## config.mk

```make
export PLATFORM = sky130hd
export DESIGN_NAME = forward_scoreboard_flat
export DESIGN_NICKNAME = d
export VERILOG_FILES = /design/src/rtl/forward_scoreboard_pkg.sv /design/src/rtl/forward_scoreboard_if.sv /design/src/rtl/forward_scoreboard_src_select.sv /design/src/rtl/forward_scoreboard.sv /design/src/flat_wrapper.sv
export SDC_FILE = /design/constraint.sdc
export NUM_CORES = 1
export LEC_CHECK = 0
export CORE_MARGIN = 10
export CORE_UTILIZATION = 34
export CTS_CLUSTER_DIAMETER = 80
export DETAILED_ROUTE_END_ITERATION = 8
export PLACE_DENSITY = 0.58
export SLEW_MARGIN = 25
export SYNTH_ARGS = -nofsm -noshare
export SYNTH_HDL_FRONTEND = slang
export SYNTH_SLANG_ARGS = --single-unit
```

## constraint.sdc

```tcl
create_clock -name clk -period 2.21 [get_ports clk]
set_input_delay 0.3315 -clock clk [delete_from_list [all_inputs] [get_ports clk]]
set_output_delay 0.3315 -clock clk [all_outputs]
set_load 0.02 [all_outputs]
```

## src/rtl/forward_scoreboard_pkg.sv

```systemverilog
// Shared types for the forwarding scoreboard: in-flight destination record,
// bubble constant and the forward-select width helper.
package forward_scoreboard_pkg;

  // Records carry the widest supported register index; narrower indices are zero-extended.
  localparam int unsigned MAX_REG_W = 8;

  typedef logic [MAX_REG_W-1:0] reg_idx_t;

  typedef struct packed {
    logic     valid;
    logic     we;
    logic     is_load;
    reg_idx_t rd;
  } dest_rec_t;

  localparam dest_rec_t BUBBLE_REC = '{valid: 1'b0, we: 1'b0, is_load: 1'b0, rd: '0};

  function automatic int unsigned sel_width(input int unsigned depth);
    return $clog2(depth + 1);
  endfunction

  // True when the record will actually produce a forwardable register value.
  function automatic logic rec_writes(input dest_rec_t rec, input reg_idx_t zero_idx);
    return rec.valid && rec.we && (rec.rd != zero_idx);
  endfunction

endpackage

```

## src/rtl/forward_scoreboard_if.sv

```systemverilog
// EX-side bundle between the pipeline control (master) and the forwarding
// scoreboard (slave).
interface forward_scoreboard_if #(
  parameter int unsigned NUM_SRC = 2,
  parameter int unsigned REG_W   = 5,
  parameter int unsigned SEL_W   = 2,
  parameter int unsigned CNT_W   = 16
);

  logic                            ex_valid;
  logic [REG_W-1:0]                ex_rd;
  logic                            ex_we;
  logic                            ex_is_load;
  logic [NUM_SRC-1:0][REG_W-1:0]   ex_src;
  logic                            flush;
  logic [NUM_SRC-1:0][SEL_W-1:0]   fwd_sel;
  logic                            stall;
  logic [CNT_W-1:0]                stall_cnt;

  modport master (
    output ex_valid, ex_rd, ex_we, ex_is_load, ex_src, flush,
    input  fwd_sel, stall, stall_cnt
  );

  modport slave (
    input  ex_valid, ex_rd, ex_we, ex_is_load, ex_src, flush,
    output fwd_sel, stall, stall_cnt
  );

endinterface

```

## src/rtl/forward_scoreboard_src_select.sv

```systemverilog
// Priority encoder for one EX source operand: returns k+1 for the youngest
// history slot k that writes the source register, or 0 for the regfile.
module forward_scoreboard_src_select
  import forward_scoreboard_pkg::*;
#(
  parameter int unsigned DEPTH    = 3,
  parameter int unsigned ZERO_REG = 31,
  parameter int unsigned SEL_W    = 2
) (
  input  dest_rec_t [DEPTH-1:0] i_hist,
  input  reg_idx_t              i_src,
  output logic [SEL_W-1:0]      o_sel
);

  localparam reg_idx_t ZERO_IDX = reg_idx_t'(ZERO_REG);

  // Scan oldest to youngest so the youngest match is written last and wins.
  always_comb begin
    o_sel = '0;
    if (i_src != ZERO_IDX) begin
      for (int k = int'(DEPTH) - 1; k >= 0; k--) begin
        if (rec_writes(i_hist[k], ZERO_IDX) && (i_hist[k].rd == i_src)) begin
          o_sel = SEL_W'(k + 1);
        end
      end
    end
  end

endmodule

```

## src/rtl/forward_scoreboard.sv

```systemverilog
// Forwarding and load-use hazard unit beside EX: keeps a shift-register history
// of in-flight destinations, drives per-operand bypass selects and a 1-cycle stall.
module forward_scoreboard
  import forward_scoreboard_pkg::*;
#(
  parameter int unsigned NUM_SRC  = 2,
  parameter int unsigned DEPTH    = 3,
  parameter int unsigned REG_W    = 5,
  parameter int unsigned ZERO_REG = 31,
  parameter int unsigned CNT_W    = 16
) (
  input  logic                 clk,
  input  logic                 reset,
  forward_scoreboard_if.slave  bus
);

  localparam int unsigned SEL_W    = sel_width(DEPTH);
  localparam reg_idx_t    ZERO_IDX = reg_idx_t'(ZERO_REG);

  dest_rec_t [DEPTH-1:0] r_hist;
  logic [CNT_W-1:0]      r_stall_cnt;

  dest_rec_t             w_ex_rec;
  logic                  w_load_hit;
  logic                  w_stall;
  logic [SEL_W-1:0]      w_sel [NUM_SRC];

  always_comb begin
    w_ex_rec = '{valid:   bus.ex_valid,
                 we:      bus.ex_we,
                 is_load: bus.ex_is_load,
                 rd:      reg_idx_t'(bus.ex_rd)};
  end

  // Only the youngest slot can be a load whose data is not yet available.
  always_comb begin
    w_load_hit = 1'b0;
    if (rec_writes(r_hist[0], ZERO_IDX) && r_hist[0].is_load) begin
      for (int s = 0; s < int'(NUM_SRC); s++) begin
        if (r_hist[0].rd == reg_idx_t'(bus.ex_src[s])) begin
          w_load_hit = 1'b1;
        end
      end
    end
  end

  assign w_stall = bus.ex_valid && !bus.flush && w_load_hit;

  // A stalled or flushed EX instruction leaves a bubble; older slots keep shifting.
  always_ff @(posedge clk or posedge reset) begin
    if (reset) begin
      r_hist <= {DEPTH{BUBBLE_REC}};
    end else begin
      r_hist[0] <= (w_stall || bus.flush) ? BUBBLE_REC : w_ex_rec;
      for (int k = 1; k < int'(DEPTH); k++) begin
        r_hist[k] <= r_hist[k-1];
      end
    end
  end

  always_ff @(posedge clk or posedge reset) begin
    if (reset) begin
      r_stall_cnt <= '0;
    end else if (w_stall && (r_stall_cnt != '1)) begin
      r_stall_cnt <= r_stall_cnt + 1'b1;
    end
  end

  for (genvar s = 0; s < NUM_SRC; s++) begin : g_src
    forward_scoreboard_src_select #(
      .DEPTH    (DEPTH),
      .ZERO_REG (ZERO_REG),
      .SEL_W    (SEL_W)
    ) u_src_select (
      .i_hist (r_hist),
      .i_src  (reg_idx_t'(bus.ex_src[s])),
      .o_sel  (w_sel[s])
    );
  end

  always_comb begin
    bus.fwd_sel = '0;
    for (int s = 0; s < int'(NUM_SRC); s++) begin
      bus.fwd_sel[s] = w_sel[s];
    end
  end

  assign bus.stall     = w_stall;
  assign bus.stall_cnt = r_stall_cnt;

endmodule

```

## src/flat_wrapper.sv

```systemverilog
// flat-port wrapper written by rule: the top's interface ports become plain ports
module forward_scoreboard_flat import forward_scoreboard_pkg::*;
#(
  parameter int unsigned NUM_SRC  = 2,
  parameter int unsigned DEPTH    = 3,
  parameter int unsigned REG_W    = 5,
  parameter int unsigned ZERO_REG = 31,
  parameter int unsigned CNT_W    = 16
)
  (clk, reset, bus_ex_valid, bus_ex_rd, bus_ex_we, bus_ex_is_load, bus_ex_src, bus_flush, bus_fwd_sel, bus_stall, bus_stall_cnt);
  forward_scoreboard_if #(.NUM_SRC(NUM_SRC), .REG_W(REG_W), .SEL_W(2), .CNT_W(CNT_W)) bus_i ();
  input  logic clk;
  input  logic reset;
  input wire logic [$bits(bus_i.ex_valid)-1:0] bus_ex_valid;
  input wire logic [$bits(bus_i.ex_rd)-1:0] bus_ex_rd;
  input wire logic [$bits(bus_i.ex_we)-1:0] bus_ex_we;
  input wire logic [$bits(bus_i.ex_is_load)-1:0] bus_ex_is_load;
  input wire logic [$bits(bus_i.ex_src)-1:0] bus_ex_src;
  input wire logic [$bits(bus_i.flush)-1:0] bus_flush;
  output wire logic [$bits(bus_i.fwd_sel)-1:0] bus_fwd_sel;
  output wire logic [$bits(bus_i.stall)-1:0] bus_stall;
  output wire logic [$bits(bus_i.stall_cnt)-1:0] bus_stall_cnt;
  assign bus_i.ex_valid = bus_ex_valid;
  assign bus_i.ex_rd = bus_ex_rd;
  assign bus_i.ex_we = bus_ex_we;
  assign bus_i.ex_is_load = bus_ex_is_load;
  assign bus_i.ex_src = bus_ex_src;
  assign bus_i.flush = bus_flush;
  assign bus_fwd_sel = bus_i.fwd_sel;
  assign bus_stall = bus_i.stall;
  assign bus_stall_cnt = bus_i.stall_cnt;
  forward_scoreboard #(.NUM_SRC(NUM_SRC), .DEPTH(DEPTH), .REG_W(REG_W), .ZERO_REG(ZERO_REG), .CNT_W(CNT_W)) u_core (.clk(clk), .reset(reset), .bus(bus_i));
endmodule
```

Word-level counts from Yosys, hierarchy flattened
Cells that the tools add are included.

Div/mod/pow operators: 0. Equality and inequality tests: 12. Multiply operators: 0. Multiplexer cells: 12. Shift-type cells: 0. $add $sub $neg: 1. Bitwise logic cells: 0. Reductions and logical operators: 18. Order comparisons: 0.

Operators by type and width (count): $eq 8x5->1 (6); $ne 8x5->1 const B (3); $add 16x1->16 const B (1); $logic_and 1x1->1 (16); $mux 2 (8); $ne 16x16->1 const B (1); $mux 11 (1); $ne 5x5->1 const B (2); $mux 1 (3); $logic_not 1->1 (1); $logic_or 1x1->1 (1).

ROM bits: 0. Memory bits (writable): 0. Input bits: 21. Latch bits: 0. Output and inout bits: 21. Register bits after elaboration: 47. Memories: 0. Logic and storage cells: 54.

Depth between registers and ports, before layout
Gate-level depths: netlist (run 1).

Word-level depth: 7. Gate-level depth with buffers: 7. Depth with buffers taken out: 7.

By module
From an unflattened synthesis (run 1), not the netlist that was laid out.

Cells, all modules: 226. Area, all modules: 2408.6 um^2.

By module, submodules not included: forward_scoreboard (cells an instance 128, area each 1682.9 um^2, times used 1, sequential area each 1001.0 um^2); forward_scoreboard_src_select (cells an instance 49, area each 362.8 um^2, times used 2, sequential area each 0.0 um^2).

Least setup slack after synthesis (run 1)
OpenSTA, ideal clock, no wires.

Path kind: register to register. Start: register u_core.r_stall_cnt[0], in the netlist u_core.bus.stall_cnt[0]. End: register u_core.r_stall_cnt[1], in the netlist u_core.bus.stall_cnt[1]. Data arrival time: 1.889 ns. Data required time: 2.082 ns. Stages on the path, launching flop included: 7. Setup time: 0.128 ns. Path slack: 0.194 ns. Buffers on the path: 0. Clock period less this slack: 2.016 ns. Cells stage by stage: dfrtp_1 > ha_1 > and3_1 > and2_4 > a41o_1 > a21oi_4 > mux2_1.

Longest elaborated chain between the ends: 2. Elaborated cells between the ends (all ways): 3. Those cells by class: add/sub: 1; eq/ne: 1; reduce/logical: 1.

Ends and longest elaborated chain: start, declared (line forward_scoreboard.sv:21) `logic [CNT_W-1:0] r_stall_cnt;`; start signal, assigned (line forward_scoreboard.sv:65) `r_stall_cnt <= r_stall_cnt + 1'b1;`; branches (longest 2 deep; another with $add 16x1->16).

Several ways; the timed one is not identified. A chain may end at the register's enable or synchronous reset.

Worst setup path after layout (run 1)
Start: input bus_ex_src[7]. End: output bus_fwd_sel[3].

Longest elaborated chain between the ends: 6. Elaborated cells between the ends (all ways): 11. Those cells by class: eq/ne: 4; mux: 4; reduce/logical: 3.

Ends and longest elaborated chain: start, declared (line flat_wrapper.sv:18) `input wire logic [$bits(bus_i.ex_src)-1:0] bus_ex_src;`; $eq 8x5->1 (line forward_scoreboard_src_select.sv:22) `if (rec_writes(i_hist[k], ZERO_IDX) && (i_hist[k].rd == i_src)) begin`; $logic_and 1x1->1 (line forward_scoreboard_src_select.sv:22); $mux 2 (3 in a row) (line forward_scoreboard_src_select.sv:22); $mux 2 (*) (line forward_scoreboard_src_select.sv:20) `if (i_src != ZERO_IDX) begin`; end, declared (line flat_wrapper.sv:20) `output wire logic [$bits(bus_i.fwd_sel)-1:0] bus_fwd_sel;`.

Mark *: on every way between the ends. The rest lies on a longest branch, timed or not.

==> reports/metrics.cfg, run 1 <==
[grt]
antenna_found_initial = 0
grtUsageTotal = 0.105
grt_remaining_overflow = 0
grt_first_pass_wirelength_um = 7570
grt_pass1_vias = 1590
grt_max_degree = 39

[synth]
synthAdderAreaFrac = 0.00665
synth-async-reset-ratio = 1.00
ys_seq_area_frac = 0.505
syn_nets = 192
synth_top_cells_by_count = 38 x dfrtp_1, 27 x xnor2_1, 17 x xor2_1, 14 x nand2_1, 11 x nand3_1
ys_seq_elements = 38
yosys_warnings = 0
synth_top_area_frac = 0.505
synthesis.area_mm2 = 0.00188
synthSimpleGateAreaFrac = 0.198
synth_largest_area_cell = dfrtp_1
synthFlopType = dfrtp_1
synth-edff-count = 0
synth.area.top_cells = dfrtp_1 51%, xnor2_1 13%, xor2_1 7.9%
synth-compound-area-share = 0.0731
yosysMostFrequentCell = dfrtp_1
synthMuxAreaShare = 0.00598
synthXorXnorAreaFrac = 0.205
postSynthAreaPerCell_um2 = 11.1
synth_top_family_by_area = XOR/XNOR gates
ys_types = 32
syn_inst = 170

[critical_path]
critPathLaunchType = input pin
cp_max_fo = 2
r2r_start = u_core.r_hist[3]
crit_path_end_kind = output pin
reg2reg_depth = 7
timing.rr.end = u_core.bus.stall_cnt[1]
worstPathArrival_ns = 1.80
critical_path_class = in2out
cp.required_ns = 1.88
reg2reg_setup_slack_ns = 0.15

[route]
drc_errors = 0
drt-pass1-iter-count = 5
vias_per_cell = 4.61
wl_per_cell_um = 14.0
num_vias = 1493
drtIter0Drc = 76
wl_um = 4530
ant_nets = 0

[sta]
worst_pin_slew_ns = 0.470
fin_crit_ns = 2.13
fmax_ghz = 0.469
setup_violations = 0
drv_slew = 0
min_period_over_period = 0.965
maxSlewHeadroom = 0.687
fin_setup_tns_ns = 0
rsz0062_at_grt = yes
skew_ns = 0.00639
finalHoldViolCount = 0

[layout]
area_growth_pct = 45.2
antenna_cells = 0
drive_gt1_frac = 0.230
design_area_mm2 = 0.00273
final_nets = 273

[min_path]
holdPathEnd = u_core.r_hist[32]
hold_class = reg2reg
min_from = u_core.r_hist[21]
hold_path_depth = 0

[placed_design]
place.gp.congestion = 0.853
dp_hpwl_um = 3540
postPlaceCellArea_mm2 = 0.00262
io_buffers = 41

[status]
status = finished, final reports clean

[pwr]
ir_drop_mv = 0.297
power.leakage_uw = 0.00120
powerDensity_mw_per_mm2 = 511

[floorplan]
dieHeight_um = 94.4
die_w_um = 94.4
io_pins = 42
start_util = 0.346
die_area_mm2 = 0.00891
num_rows = 27
coreArea_mm2 = 0.00544

[clocking]
clk_pin_slew_ns = 0.07
numCtsBuffers = 5
cts_buffer_depth = 2
htree_levels = 2
clkLatencyLatePin_ns = 0.29
cts_tree = done
holdBufCountCts = 0
clkSinkCount = 38
cts-root-buf = clkbuf_8

[flow_run]
maxCapViolCount = 0

==> layout make-up <==
type | instances | area [µm²]
clock buffers | 7 | 86.3
clock inverters | 1 | 5.00
repair buffers | 74 | 633
flip-flops and latches | 38 | 952
inverters | 3 | 11.3
fillers | 510 | 2710
well taps | 72 | 90.1
multi-input cells | 129 | 955
==> worst max path at each step <==
| stage | startpoint | endpoint | slack [ns] |
|---|---|---|---|
| 2_1_floorplan | u_core.bus.stall_cnt[0] | u_core.bus.stall_cnt[1] | 0.19 |
| 3_3_place_gp | bus_ex_src[8] | bus_fwd_sel[3] | -0.48 |
| 3_5_place_dp | bus_ex_src[8] | bus_fwd_sel[3] | -0.49 |
| 4_1_cts | bus_ex_src[9] | bus_fwd_sel[2] | 0.004 |
| 5_1_grt | u_core.r_hist[4] | bus_fwd_sel[1] | -0.05 |
| 6_report | bus_ex_src[7] | bus_fwd_sel[3] | 0.08 |
==> power by group <==
part,switching (µW),internal (µW),leakage (µW)
Combinational,80.4,95.1,0.000646
Sequential,20.8,716,0.000506
Clock,233,251,0.0000482
Total,334,1060,0.00120
==> what timing repair did <==
item,in CTS,in global routing
gates resized for setup,26,11
buffers inserted,1,0
endpoints found under the setup margin,5,5
pin swaps,1,2
==> sequential cells by signal, summed over array words and instances (netlist names) <==
register / cells
u_core.r_hist: 22
u_core.bus.stall_cnt: 16
==> cells by family (layout without fill, tap and decap cells) <==
logic type      after synthesis  after routing
compound gates               16             16
xor+xnor                     44             44
fa+ha+maj                     1              1
buf+inv                       3             85
flops                        38             38
mux                           1              1
simple gates                 67             67
==> critical path, stage by stage <==
cell             delay (ns)
clkdlybuf4s50_1        0.45
xor2_1                 0.18
or4_4                  0.52
a21oi_1                0.16
buf_4                  0.16
==> layout by cell type, fill, tap and decap left out, types with 4 or more instances in the layout <==
| master | n |
|---|---|
| dlygate4sd2_1 | 6 |
| dfrtp_1 | 37 |
| clkdlybuf4s50_1 | 29 |
| clkbuf_8 | 6 |
| nand2_1 | 14 |
| nand4_1 | 10 |
| buf_4 | 35 |
| xnor2_1 | 27 |
| nand3_1 | 11 |
| nor2_1 | 6 |
| xor2_1 | 17 |
| and2_1 | 8 |
| and3_1 | 4 |
==> through the flow <==
step / util / power [µW] / setup slack, ns / std cells / hold WS (ns)
floorplan: - / 822 / 0.194 / 170 / 0.354
global placement: 0.482 / 923 / -0.482 / 315 / 0.375
detailed placement: 0.482 / 924 / -0.492 / 315 / 0.376
CTS: 0.501 / 1410 / 0.00377 / 324 / 0.396
global route: 0.502 / 1450 / -0.0462 / 324 / 0.411
finish: 0.502 / 1400 / 0.0781 / 324 / 0.400
==> metal layers <==
layer | share of wire | track usage | vias to the layer above
met4 | 0.013 | 0.0342 | 0
li1 | - | - | 756
met5 | 0 | 0 | -
met2 | 0.49 | 0.168 | 31
met1 | 0.45 | 0.132 | 701
met3 | 0.050 | 0.0341 | 5
No activity file was read; power rests on OpenSTA's default activity.
==> run 2: changes to the inputs <==
- DONT_BUFFER_PORTS: not set -> 1
- PLACE_DENSITY: 0.58 -> 0.48
- clock period: 2.21 -> 2.4 ns (I/O delays scaled with it)
==> run 2 against run 1 <==
Net effect: combinational power is 52% lower; critical path depth rose by 1; sequential power is 7.7% lower; wire length shrank 2.0%; clock-buffer cell count stayed put; via count is 11% lower; clock power shrank 15%; power shrank 16%; die area did not move; core utilization is 12 points lower; sequential cell count is the same; clock skew shrank 0.00072 ns; critical path type is now reg2out.
==> reports/metrics.cfg, run 2 (synthesized netlist as in run 1, its figures left out) <==
[clocking]
clkSinkCount = 38  ; unchanged
cts-root-buf = clkbuf_8
htree_levels = 2  ; unchanged
clk_pin_slew_ns = 0.07  ; about the same
clkLatencyLatePin_ns = 0.29  ; about the same
numCtsBuffers = 5  ; unchanged
post_cts_buffers = 0  ; -1
cts_buffer_depth = 2  ; unchanged
cts_tree = done

[grt]
grt_remaining_overflow = 0  ; unchanged
grtUsageTotal = 0.106  ; +0.000692
grt_pass1_vias = 1424  ; -10%
grt_max_degree = 39  ; unchanged
grt_first_pass_wirelength_um = 7410  ; -2.1%
antenna_found_initial = 0  ; unchanged

[sta]
maxSlewHeadroom = 0.617  ; -0.0697
drv_slew = 0  ; unchanged
skew_ns = 0.00567  ; -0.000719 ns
fin_setup_tns_ns = 0  ; unchanged
fmax_ghz = 0.444
fin_crit_ns = 2.25
finalHoldViolCount = 0  ; unchanged
min_period_over_period = 0.938
rsz0062_at_grt = no
worst_pin_slew_ns = 0.583  ; +0.113 ns
setup_violations = 0  ; unchanged
worst_slack_ns = 0.149  ; +0.0708 ns

[critical_path]
r2r_start = u_core.bus.stall_cnt[0]
critPathBufInv = 1  ; -1
reg2reg_depth = 6  ; -1
cp_max_fo = 4  ; +2
timing.rr.end = u_core.bus.stall_cnt[1]
reg2reg_setup_slack_ns = 0.33  ; +0.18 ns
critPathLaunchType = flip-flop
worstPathCellList = nand3_1 -> o211ai_1 -> or4_1 -> nand2b_1 -> o21ai_0 -> buf_4
worstPathArrival_ns = 1.89  ; +0.09 ns
cp_slowest_cell = or4_1
critical_path_class = reg2out
crit_family = simple AND/OR/NAND/NOR gates
crit_path_max_incr_delay_ns = 0.59  ; +0.07 ns
cp.required_ns = 2.04  ; +0.16 ns
cp.depth = 6  ; +1
crit_path_end_kind = output pin

[floorplan]
die_w_um = 94.4  ; unchanged
num_rows = 27  ; unchanged
io_pins = 42  ; unchanged
coreArea_mm2 = 0.00544  ; unchanged
die_area_mm2 = 0.00891  ; unchanged
start_util = 0.346  ; unchanged
dieHeight_um = 94.4  ; unchanged

[route]
vias_per_cell = 5.23  ; +14%
wl_per_cell_um = 17.6  ; +25%
drt-pass1-iter-count = 4  ; -1
drc_errors = 0  ; unchanged
wl_um = 4440  ; -2.0%
ant_nets = 0  ; unchanged
num_vias = 1324  ; -11%
drtIter0Drc = 34  ; -55%

[placed_design]
dp_hpwl_um = 3500  ; -0.97%
io_buffers = 0  ; -100%
place.gp.congestion = 0.833  ; -2.4%
place_ws_ns = 0.323  ; +0.815 ns

[pwr]
power.leakage_uw = 0.000869  ; -28%
powerDensity_mw_per_mm2 = 564  ; +10%
ir_drop_mv = 0.204  ; -31%

[layout]
drive_gt1_frac = 0.0939  ; -0.136
antenna_cells = 0  ; unchanged
layout_commonest_cell = dfrtp_1
regMostFlops = u_core.r_hist
final_cell_mix = 38 x dfrtp_1, 27 x xnor2_1, 17 x xor2_1
final_nets = 203  ; -26%
largest_register_ffs = 22  ; unchanged
area_growth_pct = 10.6

[min_path]
hold_class = in2async

[flow_run]
maxCapViolCount = 0  ; unchanged

[status]
status = finished, final reports clean

## run 2: cell types whose count changed in the layout (fill, tap and decap cells not counted), sizes merged
cell / delta
dlymetal6s2s: -1
buf: -33
clkbuf: -1
clkinv: -1
clkdlybuf4s50: -29
dlygate4sd2: -6
## run 2: how the worst max path moves through the flow
| stage | from | to | slack, ns |
|---|---|---|---|
| 6_report | u_core.r_hist[11] | bus_fwd_sel[2] | 0.15 |
| 5_1_grt | u_core.r_hist[15] | bus_fwd_sel[1] | 0.06 |
| 4_1_cts | u_core.r_hist[11] | bus_fwd_sel[3] | 0.06 |
| 3_5_place_dp | u_core.bus.stall_cnt[0] | u_core.bus.stall_cnt[1] | 0.32 |
| 3_3_place_gp | u_core.bus.stall_cnt[0] | u_core.bus.stall_cnt[1] | 0.36 |
| 2_1_floorplan | u_core.bus.stall_cnt[0] | u_core.bus.stall_cnt[1] | 0.38 |
## run 2: layout make-up
type / count / area [µm²]
timing repair buffer: 4 / 30.0
tap: 72 / 90.1
clock buffer: 7 / 76.3
multi-input combinational: 129 / 923
fill: 531 / 3360
sequential: 38 / 951
inverter: 3 / 11.3
## run 2: stage by stage
step | utilization | area, µm² | power, µW | std cells | hold WS [ns]
after floorplan | - | 1880 | 757 | 170 | 0.354
after global placement | 0.368 | 2000 | 775 | 246 | 0.383
after detailed placement | 0.368 | 2000 | 778 | 246 | 0.378
after CTS | 0.382 | 2080 | 1190 | 253 | 0.0874
after global routing | 0.383 | 2080 | 1240 | 253 | 0.119
final | 0.383 | 2080 | 1170 | 253 | 0.0641
## run 2: layer usage
metal | global-route usage | vias to the layer above | part of all wire | wire length (µm)
met5 | 0 | - | 0 | 0
met4 | 0.0481 | 0 | 0.025 | 110
met3 | 0.0492 | 12 | 0.084 | 373
met2 | 0.164 | 48 | 0.47 | 2070
met1 | 0.123 | 647 | 0.42 | 1890
li1 | - | 617 | - | -
## run 2: what timing repair did
| item | 4_1_cts | 5_1_grt |
|---|---|---|
| endpoints found under the setup margin | 0 | 1 |
| hold buffers | 0 | 0 |
| resized for setup | 0 | 1 |
## run 2: where the power goes
part	switching [µW]	internal (µW)	leakage (µW)
Sequential	20.8	660	0.000507
Clock	209	200	0.0000383
Combinational	44.6	39.1	0.000324
